--- config.mk ---
export PLATFORM = sky130hd
export DESIGN_NAME = serial_add_sub
export DESIGN_NICKNAME = d
export VERILOG_FILES = /design/src/rtl/serial_add_sub_pkg.sv /design/src/rtl/serial_add_sub_full_adder_cell.sv /design/src/rtl/serial_add_sub.sv
export SDC_FILE = /design/constraint.sdc
export NUM_CORES = 1
export LEC_CHECK = 0
export CORE_MARGIN = 5
export CORE_UTILIZATION = 25
export DETAILED_ROUTE_END_ITERATION = 12
export DONT_BUFFER_PORTS = 1
export GPL_TIMING_DRIVEN = 0
export PLACE_DENSITY = 0.42
export SLEW_MARGIN = 20
export SYNTH_ARGS = -nofsm -noshare
export SYNTH_HDL_FRONTEND = slang
export SYNTH_HIERARCHICAL = 1
export SYNTH_SLANG_ARGS = --single-unit
--- constraint.sdc ---
create_clock -name clk -period 1.57 [get_ports clk]
set_clock_uncertainty 0.05 [all_clocks]
set_input_delay 0.3925 -clock clk [delete_from_list [all_inputs] [get_ports clk]]
set_output_delay 0.3925 -clock clk [all_outputs]
set_load 0.01 [all_outputs]
--- src/rtl/serial_add_sub_pkg.sv ---
// Shared definitions for the bit-serial adder/subtractor.
//   state_e     : controller states (IDLE / RUN / DONE)
//   ADDER_WIDTH : default operand and result width
package serial_add_sub_pkg;

  typedef enum logic [1:0] {
    ST_IDLE = 2'd0,
    ST_RUN  = 2'd1,
    ST_DONE = 2'd2
  } state_e;

  localparam int unsigned ADDER_WIDTH = 4;

endpackage

--- src/rtl/serial_add_sub_full_adder_cell.sv ---
// Single-bit full adder, purely combinational.
//   a, b, cin : addend bits and carry in
//   s         : sum bit
//   cout      : carry out
module full_adder_cell (
  input  logic a,
  input  logic b,
  input  logic cin,
  output logic s,
  output logic cout
);

  assign s    = a ^ b ^ cin;
  assign cout = (a & b) | (cin & (a ^ b));

endmodule

--- src/rtl/serial_add_sub.sv ---
// Bit-serial WIDTH-bit adder/subtractor: one full-adder cell, one bit per
// clock, LSB first, with a start/busy/done handshake.
//   clk, rst  : clock, synchronous active-high reset
//   start     : request an operation (accepted in IDLE or DONE)
//   sub       : 0 = a+b, 1 = a-b (captured with start)
//   a, b      : operands (captured with start)
//   busy      : operation in progress
//   done      : one-cycle pulse, result/c_out/overflow valid
//   result    : sum or difference modulo 2^WIDTH
//   c_out     : final carry (subtract: 1 = no borrow)
//   overflow  : two's-complement signed overflow
module serial_add_sub
  import serial_add_sub_pkg::*;
#(
  parameter int unsigned WIDTH = ADDER_WIDTH
) (
  input  logic             clk,
  input  logic             rst,
  input  logic             start,
  input  logic             sub,
  input  logic [WIDTH-1:0] a,
  input  logic [WIDTH-1:0] b,
  output logic             busy,
  output logic             done,
  output logic [WIDTH-1:0] result,
  output logic             c_out,
  output logic             overflow
);

  localparam int unsigned     CW       = $clog2(WIDTH);
  localparam logic [CW-1:0]   CNT_PRE  = CW'(WIDTH - 2);
  localparam logic [CW-1:0]   CNT_LAST = CW'(WIDTH - 1);

  state_e           state_q, state_d;
  logic [WIDTH-1:0] a_q, a_d;
  logic [WIDTH-1:0] b_q, b_d;
  logic [WIDTH-1:0] res_q, res_d;
  logic [CW-1:0]    cnt_q, cnt_d;
  logic             carry_q, carry_d;
  logic             cmsb_q, cmsb_d;
  logic             cout_q, cout_d;
  logic             ovf_q, ovf_d;
  logic             fa_s, fa_c;

  full_adder_cell u_fa (
    .a    (a_q[0]),
    .b    (b_q[0]),
    .cin  (carry_q),
    .s    (fa_s),
    .cout (fa_c)
  );

  // State register and datapath registers
  always_ff @(posedge clk) begin
    if (rst) begin
      state_q <= ST_IDLE;
      a_q     <= '0;
      b_q     <= '0;
      res_q   <= '0;
      cnt_q   <= '0;
      carry_q <= 1'b0;
      cmsb_q  <= 1'b0;
      cout_q  <= 1'b0;
      ovf_q   <= 1'b0;
    end else begin
      state_q <= state_d;
      a_q     <= a_d;
      b_q     <= b_d;
      res_q   <= res_d;
      cnt_q   <= cnt_d;
      carry_q <= carry_d;
      cmsb_q  <= cmsb_d;
      cout_q  <= cout_d;
      ovf_q   <= ovf_d;
    end
  end

  // Next-state logic
  always_comb begin
    state_d = state_q;
    case (state_q)
      ST_IDLE: if (start) state_d = ST_RUN;
      ST_RUN:  if (cnt_q == CNT_LAST) state_d = ST_DONE;
      ST_DONE: state_d = start ? ST_RUN : ST_IDLE;
      default: state_d = ST_IDLE;
    endcase
  end

  // Datapath next values
  always_comb begin
    a_d     = a_q;
    b_d     = b_q;
    res_d   = res_q;
    cnt_d   = cnt_q;
    carry_d = carry_q;
    cmsb_d  = cmsb_q;
    cout_d  = cout_q;
    ovf_d   = ovf_q;
    if (state_q == ST_RUN) begin
      a_d     = a_q >> 1;
      b_d     = b_q >> 1;
      res_d   = {fa_s, res_q[WIDTH-1:1]};
      carry_d = fa_c;
      cnt_d   = cnt_q + CW'(1);
      // Carry out of bit WIDTH-2 is the carry into the MSB position.
      if (cnt_q == CNT_PRE) cmsb_d = fa_c;
      if (cnt_q == CNT_LAST) begin
        cout_d = fa_c;
        ovf_d  = cmsb_q ^ fa_c;
      end
    end else if (start) begin
      // Subtract as a + ~b + 1: invert B and seed the carry with sub.
      a_d     = a;
      b_d     = b ^ {WIDTH{sub}};
      carry_d = sub;
      cnt_d   = '0;
      cout_d  = 1'b0;
      ovf_d   = 1'b0;
    end
  end

  // Outputs
  always_comb begin
    busy     = (state_q == ST_RUN);
    done     = (state_q == ST_DONE);
    result   = res_q;
    c_out    = cout_q;
    overflow = ovf_q;
  end

endmodule

==> reports/qor.csv, run 1 <==
metric,value,unit
status,"finished, final reports clean",
yosys.area.top_type,dfxtp_1,
startpoint_type,flip-flop,
hold_path_depth,1,
reg2reg_to,overflow,
io_buffers,0,
drv_cap,0,
final.setup.tns,0,ps
yosysWarningCount,6,
placedCellCount,147,
fillers,407,
synth_edf_count,0,
clock_path_buffers,2,
avgSynthCellArea,9.390,µm²
drive_above_1_share,14.71,%
slew-limit-headroom,83.65,%
antenna_found_initial,0,
synthFlopType,dfxtp_1,
worstReg2RegStart,a_q[0],
grt_pass1_vias,654,
min_to,b_q[3],
final_cell_area,1036,µm²
root_buffer,clkbuf_8,
worst_slack,93.52,ps
firstDrtPassIters,4,
synth_top_cell_area_share,43.07,%
rsz0062_at_grt,false,
wirelength,2.024,mm
cp.buffers_inverters,2,
worst_setup_path_end_kind,output port,
criticalPathCategory,flip-flop to output port,
min_period,1476,ps
hold_path_class,input pin to flip-flop,
hpwl,1.481,mm
fin_crit_sh,94.04,%
cpPeakStageDelay,310,ps
place_congestion,0.7024,
max-vdd-ir-drop,0.0002619,V
place_area,989.7,µm²
hold_viol,0,
crit_slowest_cell,dfxtp_1,
drtIter0Drc,61,
dieArea,5038,µm²
met1_usage,10.24,%
total_leakage_power,0.4005,nW
grt.total_usage,8.526,%
synth.area.top_cells,"dfxtp_1, mux2i_1, nand2_1, a21oi_1, xnor2_1",
nets,119,
htreeDepth,1,
arrival,1030,ps
drc,0,
final_max_slew_viol_count,0,
final_cells,150,
path_max_fanout,10,
fmax,677.3,MHz
vias,699,
ios,20,
holdCritStartpoint,rst,
clk_pin_slew_worst_paths,70,ps
ant_nets,0,
postSynthCellCount,99,
core,3633,µm²
dpl_worst_slack,252.2,ps
grtUsageMet3,3.693,%
area_growth,11.44,%
post_cts_buffers,0,
cts_tree,done,
row_count,22,
worst_pin_slew,244.8,ps
path_delay_family,flip-flops,
crit_path_cell_trace,"nand2b_4, inv_4, buf_6",
synth_cell_types,25,
regToRegSetupSlack,240,ps
synth_area,929.6,µm²
required,1130,ps
finalSetupViolCount,0,
grt_max_degree,11,
fp.dieH,70.98,µm
start_util,25.59,%
async_flop_share,0,%
p_per_area,1000,nW/µm²
vias_per_cell,4.660,
synth_nets,114,
grt_use_met2,13.18,%
num_antenna_cells,0,
reg2regPathDepth,3,
ys_seq_elements,20,
grt_pass1_wl,3.305,mm
grt_busiest_layer,met2,
clock-sinks,20,
cts_inserted_buffers,3,
clk_latency,250,ps
overflow,0,
yosysSeqAreaShare,43.07,%
wire_per_inst,13.49,µm
die_w,70.98,µm
## cell usage in the layout, fill, tap and decap left out, types with 3 or more instances in the layout
cell and n:
a211oi_1 4, inv_1 3, dfxtp_1 19, mux2i_1 6
buf_2 3, a21oi_1 9, a211o_1 3, nand2b_1 3
nor2_1 11, clkbuf_8 3, xnor2_1 5, nand2_1 13
## layer usage
layer / vias to the layer above / routed length [µm]
met3: 5 / 145
met4: 0 / 38
met5: - / 0
li1: 343 / -
met2: 20 / 950
met1: 331 / 889
## synth_stat cells, drive strengths merged (3+ instances only)
cell and instances:
dfxtp 20, xnor2 5, nor2 11, buf 7, nand2b 4, nand2 13
a211oi 4, inv 4, a211o 3, mux2i 6, a21oi 9
## state kept, by name, indices dropped and copies added (netlist names)
name      count
cmsb_q        1
b_q           4
state_q       2
overflow      1
carry_q       1
c_out         1
result        4
cnt_q         2
a_q           4
## what timing repair did
item                                    in CTS  in global routing
hold buffers                                 0                  0
endpoints found under the setup margin       1                  1
gates resized for setup                      1                  1
## area by class of cell
cell class	instances	area, µm²	area share, %
multi-input cells	68	462.9	44.69
clock buffers	3	41.29	3.986
flip-flops and latches	20	401.6	38.77
well taps	48	60.06	5.797
inverters	4	17.52	1.691
plain buffers	7	52.55	5.072
## how the worst max path moves through the flow
stage	start	end	slack (ps)	cells past startpoint
2_1_floorplan	a_q[0]	overflow	330	3
3_3_place_gp	a_q[0]	overflow	210	3
3_5_place_dp	a_q[0]	overflow	250	3
4_1_cts	state_q[1]	busy	30	3
5_1_grt	state_q[1]	busy	30	3
6_report	state_q[1]	busy	90	3
## logic make-up (layout without fill, tap and decap cells)
logic type | after synthesis | after routing | share of synthesized area, %
and+or+nand+nor | 33 | 33 | 16.82
muxes | 7 | 7 | 8.075
DFF | 20 | 20 | 43.07
AOI/OAI and AO/OA | 20 | 20 | 15.34
xor gates and xnor gates | 5 | 5 | 4.710
buffers and inverters | 11 | 14 | 7.133
adders and majority gates | 3 | 3 | 4.845
## where the power goes
group	internal [mW]	leakage [nW]	switching [mW]
Sequential	0.536	0.164	0.0217
Clock	0.171	0.0216	0.160
Combinational	0.0680	0.215	0.0793
## metrics by stage
step                      power, mW  hold WS, ps  util [%]
after floorplan              0.6844        386.3         -
after global placement       0.7131        398.4     27.24
after detailed placement     0.7165        393.8     27.24
after CTS                     1.053        145.0     28.41
after global routing          1.098        145.7     28.51
final                         1.036        151.6     28.51
No activity file was read; power rests on OpenSTA's default activity.
==> inputs of run 2 (changes only) <==
--- a/config.mk
+++ b/config.mk
@@ -10,6 +10,7 @@
 export DETAILED_ROUTE_END_ITERATION = 12
 export DONT_BUFFER_PORTS = 1
 export GPL_TIMING_DRIVEN = 0
+export MAX_ROUTING_LAYER = met4
 export PLACE_DENSITY = 0.42
 export SLEW_MARGIN = 20
 export SYNTH_ARGS = -nofsm -noshare
==> run 2 against run 1 <==
Clock power is essentially flat. Hold slack is essentially flat. Die area is the same. Total power is the same. Core utilization is the same. Register-to-register slack is essentially flat. Sequential power is essentially flat. Combinational power is essentially flat. Count of clock-buffer cells in the layout is the same. Non-clock buffer count is the same. Fmax is the same. Critical path type unchanged. Critical endpoint unchanged. Largest power group unchanged.
==> reports/qor.csv, run 2 (synthesis gave the netlist of run 1 again) <==
metric,value,unit,change
whs,151.7,ps,+0.001000 ps
ios,20,,unchanged
slew-limit-headroom,83.65,%,unchanged
holdCritStartpoint,rst,,
max-vdd-ir-drop,0.0002619,V,unchanged
worst_setup_path_end_kind,output port,,
dpl_worst_slack,252.2,ps,unchanged
place_area,989.7,µm²,unchanged
min_period,1476,ps,unchanged
rsz0062_at_grt,false,,
fin_crit_sh,94.04,%,unchanged
drc,0,,unchanged
final_max_slew_viol_count,0,,unchanged
firstDrtPassIters,4,,unchanged
final_cell_area,1036,µm²,unchanged
cts_inserted_buffers,3,,unchanged
hold_path_class,input pin to flip-flop,,
drv_cap,0,,unchanged
nets,119,,unchanged
worstReg2RegStart,a_q[0],,
htreeDepth,1,,unchanged
row_count,22,,unchanged
start_util,25.59,%,unchanged
wire_per_inst,13.49,µm,unchanged
overflow,0,,unchanged
wirelength,2.024,mm,unchanged
fp.dieH,70.98,µm,unchanged
vias_per_cell,4.660,,unchanged
clock-sinks,20,,unchanged
p_per_area,1000,nW/µm²,unchanged
ant_nets,0,,unchanged
place_congestion,0.7102,,+1.1%
drive_above_1_share,14.71,%,unchanged
vias,699,,unchanged
antenna_found_initial,0,,unchanged
arrival,1030,ps,about the same
clock_path_buffers,2,,unchanged
worst_pin_slew,244.8,ps,unchanged
cts.repair.resized,1,,unchanged
criticalPathCategory,flip-flop to output port,,
io_buffers,0,,unchanged
worstSetupStartpoint,state_q[1],,
post_cts_buffers,0,,unchanged
required,1130,ps,about the same
hold_buffers,0,,unchanged
layout_common_cells,"dfxtp_1, nand2_1, nor2_1",,
grt_pass1_wl,3.305,mm,unchanged
grt_pass1_vias,653,,-0.15%
hold_viol,0,,unchanged
core,3633,µm²,unchanged
clk_latency,250,ps,about the same
root_buffer,clkbuf_8,,
finalSetupViolCount,0,,unchanged
area_growth,11.44,%,unchanged
grt.total_usage,8.779,%,+0.25 points
cts_tree,done,,
num_antenna_cells,0,,unchanged
fin_util,28.51,%,unchanged
grt_max_degree,11,,unchanged
hpwl,1.481,mm,unchanged
status,"finished, final reports clean",,
total_leakage_power,0.4005,nW,unchanged
drtIter0Drc,62,,+1.6%
final_common_cell,dfxtp_1,,
die_w,70.98,µm,unchanged
path_max_fanout,10,,unchanged
clk_pin_slew_worst_paths,70,ps,about the same
dieArea,5038,µm²,unchanged
startpoint_type,flip-flop,,
final.setup.tns,0,ps,unchanged
worst_slack,93.52,ps,unchanged
fmax,677.3,MHz,unchanged
-- run 2: cell counts in the layout (fill, tap and decap cells not counted) --
Identical to the previous run, type by type.
-- run 2: critical path, stage by stage, from the launching register on --
cell and delay [ps]:
dfxtp_1 310, nand2b_4 170, inv_4 130, buf_6 170
-- run 2: worst paths after layout --
kind | slack (ps) | end | depth (start not counted)
worst max-delay path | 90 | busy | 3
worst min-delay path | 150 | b_q[3] | 1
worst max register to register | 240 | overflow | 3
worst min register to register | 410 | b_q[2] | 2
-- run 2: area by class of cell --
type	instances	area, µm²
Buffer	7	52.55
Clock buffer	3	41.29
Fill cell	407	2597
Inverter	4	17.52
Tap cell	48	60.06
Multi-Input combinational cell	68	462.9
Sequential cell	20	401.6
-- run 2: where the power goes --
group | switching, mW | internal [mW]
registers | 0.0217 | 0.536
clock network | 0.160 | 0.171
logic | 0.0793 | 0.0680
-- run 2: layer usage --
metal	global-route usage, %	wire length, µm
met5	-	0
met3	3.409	145
met2	13.18	950
met1	10.41	889
met4	3.758	38
-- run 2: through the flow --
step | std cells | power, mW
floorplan | 99 | 0.6844
global placement | 147 | 0.7131
detailed placement | 147 | 0.7165
CTS | 150 | 1.053
global route | 150 | 1.098
finish | 150 | 1.036
==> inputs of run 3 (changes only) <==
==> constraint.sdc (replaced) <==
create_clock -name clk -period 1.57 [get_ports clk]
set_clock_uncertainty 0.05 [all_clocks]
set_input_delay 0.3925 -clock clk [delete_from_list [all_inputs] [get_ports clk]]
set_output_delay 0.3925 -clock clk [all_outputs]
set_load 0.1 [all_outputs]
==> run 3 against run 2 <==
Global-route usage grew 0.39 points. Count of clock-buffer cells in the layout is the same. Die area is the same. Worst setup slack lost 35 ps. Largest cell class unchanged.
==> reports/qor.csv, run 3 (synthesis gave the netlist of run 1 again) <==
metric,value,unit,change
status,"finished, final reports clean",,
hold_viol,0,,unchanged
drv_cap,0,,unchanged
dieArea,5038,µm²,unchanged
path_max_fanout,4,,-6
area_growth,17.23,%,
drtIter0Drc,42,,-32%
path_delay_family,simple AND/OR/NAND/NOR gates,,
min_period,1511,ps,+34.56 ps
place_area,989.7,µm²,unchanged
fin_crit_sh,96.24,%,+2.2 points
total_leakage_power,0.4208,nW,+5.1%
ios,20,,unchanged
grt.total_usage,9.170,%,+0.39 points
fp.dieH,70.98,µm,unchanged
required,1130,ps,about the same
clock_path_buffers,2,,unchanged
vias_per_cell,4.629,,-0.66%
root_buffer,clkbuf_8,,
wire_per_inst,13.85,µm,+2.6%
cp.buffers_inverters,0,,-2
finalPower,1.098,mW,+6.0%
ant_nets,0,,unchanged
worst_setup_path_end_kind,output port,,
nets,120,,+0.84%
cts_tree,done,,
cpPeakStageDelay,460,ps,+150 ps
cts_inserted_buffers,3,,unchanged
row_count,22,,unchanged
die_w,70.98,µm,unchanged
crit_slowest_cell,and2b_4,,
clk_pin_slew_worst_paths,70,ps,about the same
placedCellCount,147,,unchanged
grt_pass1_vias,679,,+4.0%
startpoint_type,flip-flop,,
grt_pass1_wl,3.456,mm,+4.6%
hold_path_class,input pin to flip-flop,,
rsz0062_at_grt,false,,
final_max_slew_viol_count,0,,unchanged
finalSetupViolCount,0,,unchanged
layout_common_cells,"nand2_1, dfxtp_1, nor2_1",,
p_per_area,1007,nW/µm²,+0.72%
final.setup.tns,0,ps,unchanged
vias,699,,unchanged
clk_latency,250,ps,about the same
firstDrtPassIters,4,,unchanged
core,3633,µm²,unchanged
num_antenna_cells,0,,unchanged
wirelength,2.091,mm,+3.3%
hpwl,1.481,mm,unchanged
antenna_found_initial,0,,unchanged
place_congestion,0.7102,,unchanged
hold_buffers,0,,unchanged
drc,0,,unchanged
criticalPathCategory,flip-flop to output port,,
start_util,25.59,%,unchanged
crit_path_cell_trace,and2b_4,,
worst_pin_slew,537.2,ps,+292.4 ps
drive_above_1_share,22.33,%,+7.6 points
fillers,403,,-0.98%
clock-sinks,20,,unchanged
overflow,0,,unchanged
max-vdd-ir-drop,0.0002613,V,-0.24%
slew-limit-headroom,64.18,%,-19 points
arrival,1070,ps,+40 ps
fmax,661.8,MHz,-2.3%
io_buffers,0,,unchanged
final_cell_area,1090,µm²,+5.2%
grt_max_degree,11,,unchanged
htreeDepth,1,,unchanged
final_cells,151,,+0.67%
[run 3: layout make-up]
type / count / area (µm²) / area share (%)
repair buffers: 1 / 32.53 / 2.985
plain buffers: 7 / 61.31 / 5.626
inverters: 4 / 20.02 / 1.837
multi-input cells: 68 / 465.4 / 42.71
flip-flops and latches: 20 / 409.1 / 37.54
well taps: 48 / 60.06 / 5.511
clock buffers: 3 / 41.29 / 3.789
[run 3: power breakdown]
group | switching [mW] | total (mW) | internal, mW
sequential | 0.0445 | 0.582 | 0.537
clock | 0.160 | 0.330 | 0.171
combinational | 0.0975 | 0.186 | 0.0883
total | 0.302 | 1.10 | 0.796
[run 3: repair_timing]
item                                    in CTS  in global routing
cloned                                       1                  0
endpoints found under the hold margin        0                  0
buffers inserted                             0                  0
endpoints found under the setup margin       8                  1
gates resized for setup                     12                  1
[run 3: path summary, 6_finish.rpt]
| check | start | to | slack [ps] | depth (start not counted) |
|---|---|---|---|---|
| max | state_q[0] | done | 60 | 1 |
| min | rst | b_q[3] | 150 | 1 |
| max reg2reg | a_q[0] | overflow | 200 | 3 |
| min reg2reg | b_q[3] | b_q[2] | 410 | 2 |
[run 3: through the flow]
stage / setup slack [ps] / hold slack, ps / util [%]
2_1_floorplan: 15.39 / 386.3 / -
3_3_place_gp: -24.54 / 398.4 / 27.24
3_5_place_dp: -25.79 / 393.8 / 27.24
4_1_cts: 15.75 / 145.0 / 29.92
5_1_grt: 7.138 / 145.7 / 29.99
6_report: 58.96 / 154.3 / 29.99
[run 3: per-layer routing]
metal / track usage, % / vias up / part of all wire (%)
met4: 3.758 / 0 / 1.1
met5: - / - / 0
met1: 11.18 / 336 / 45
li1: - / 345 / -
met3: 2.983 / 4 / 5.7
met2: 13.90 / 14 / 48
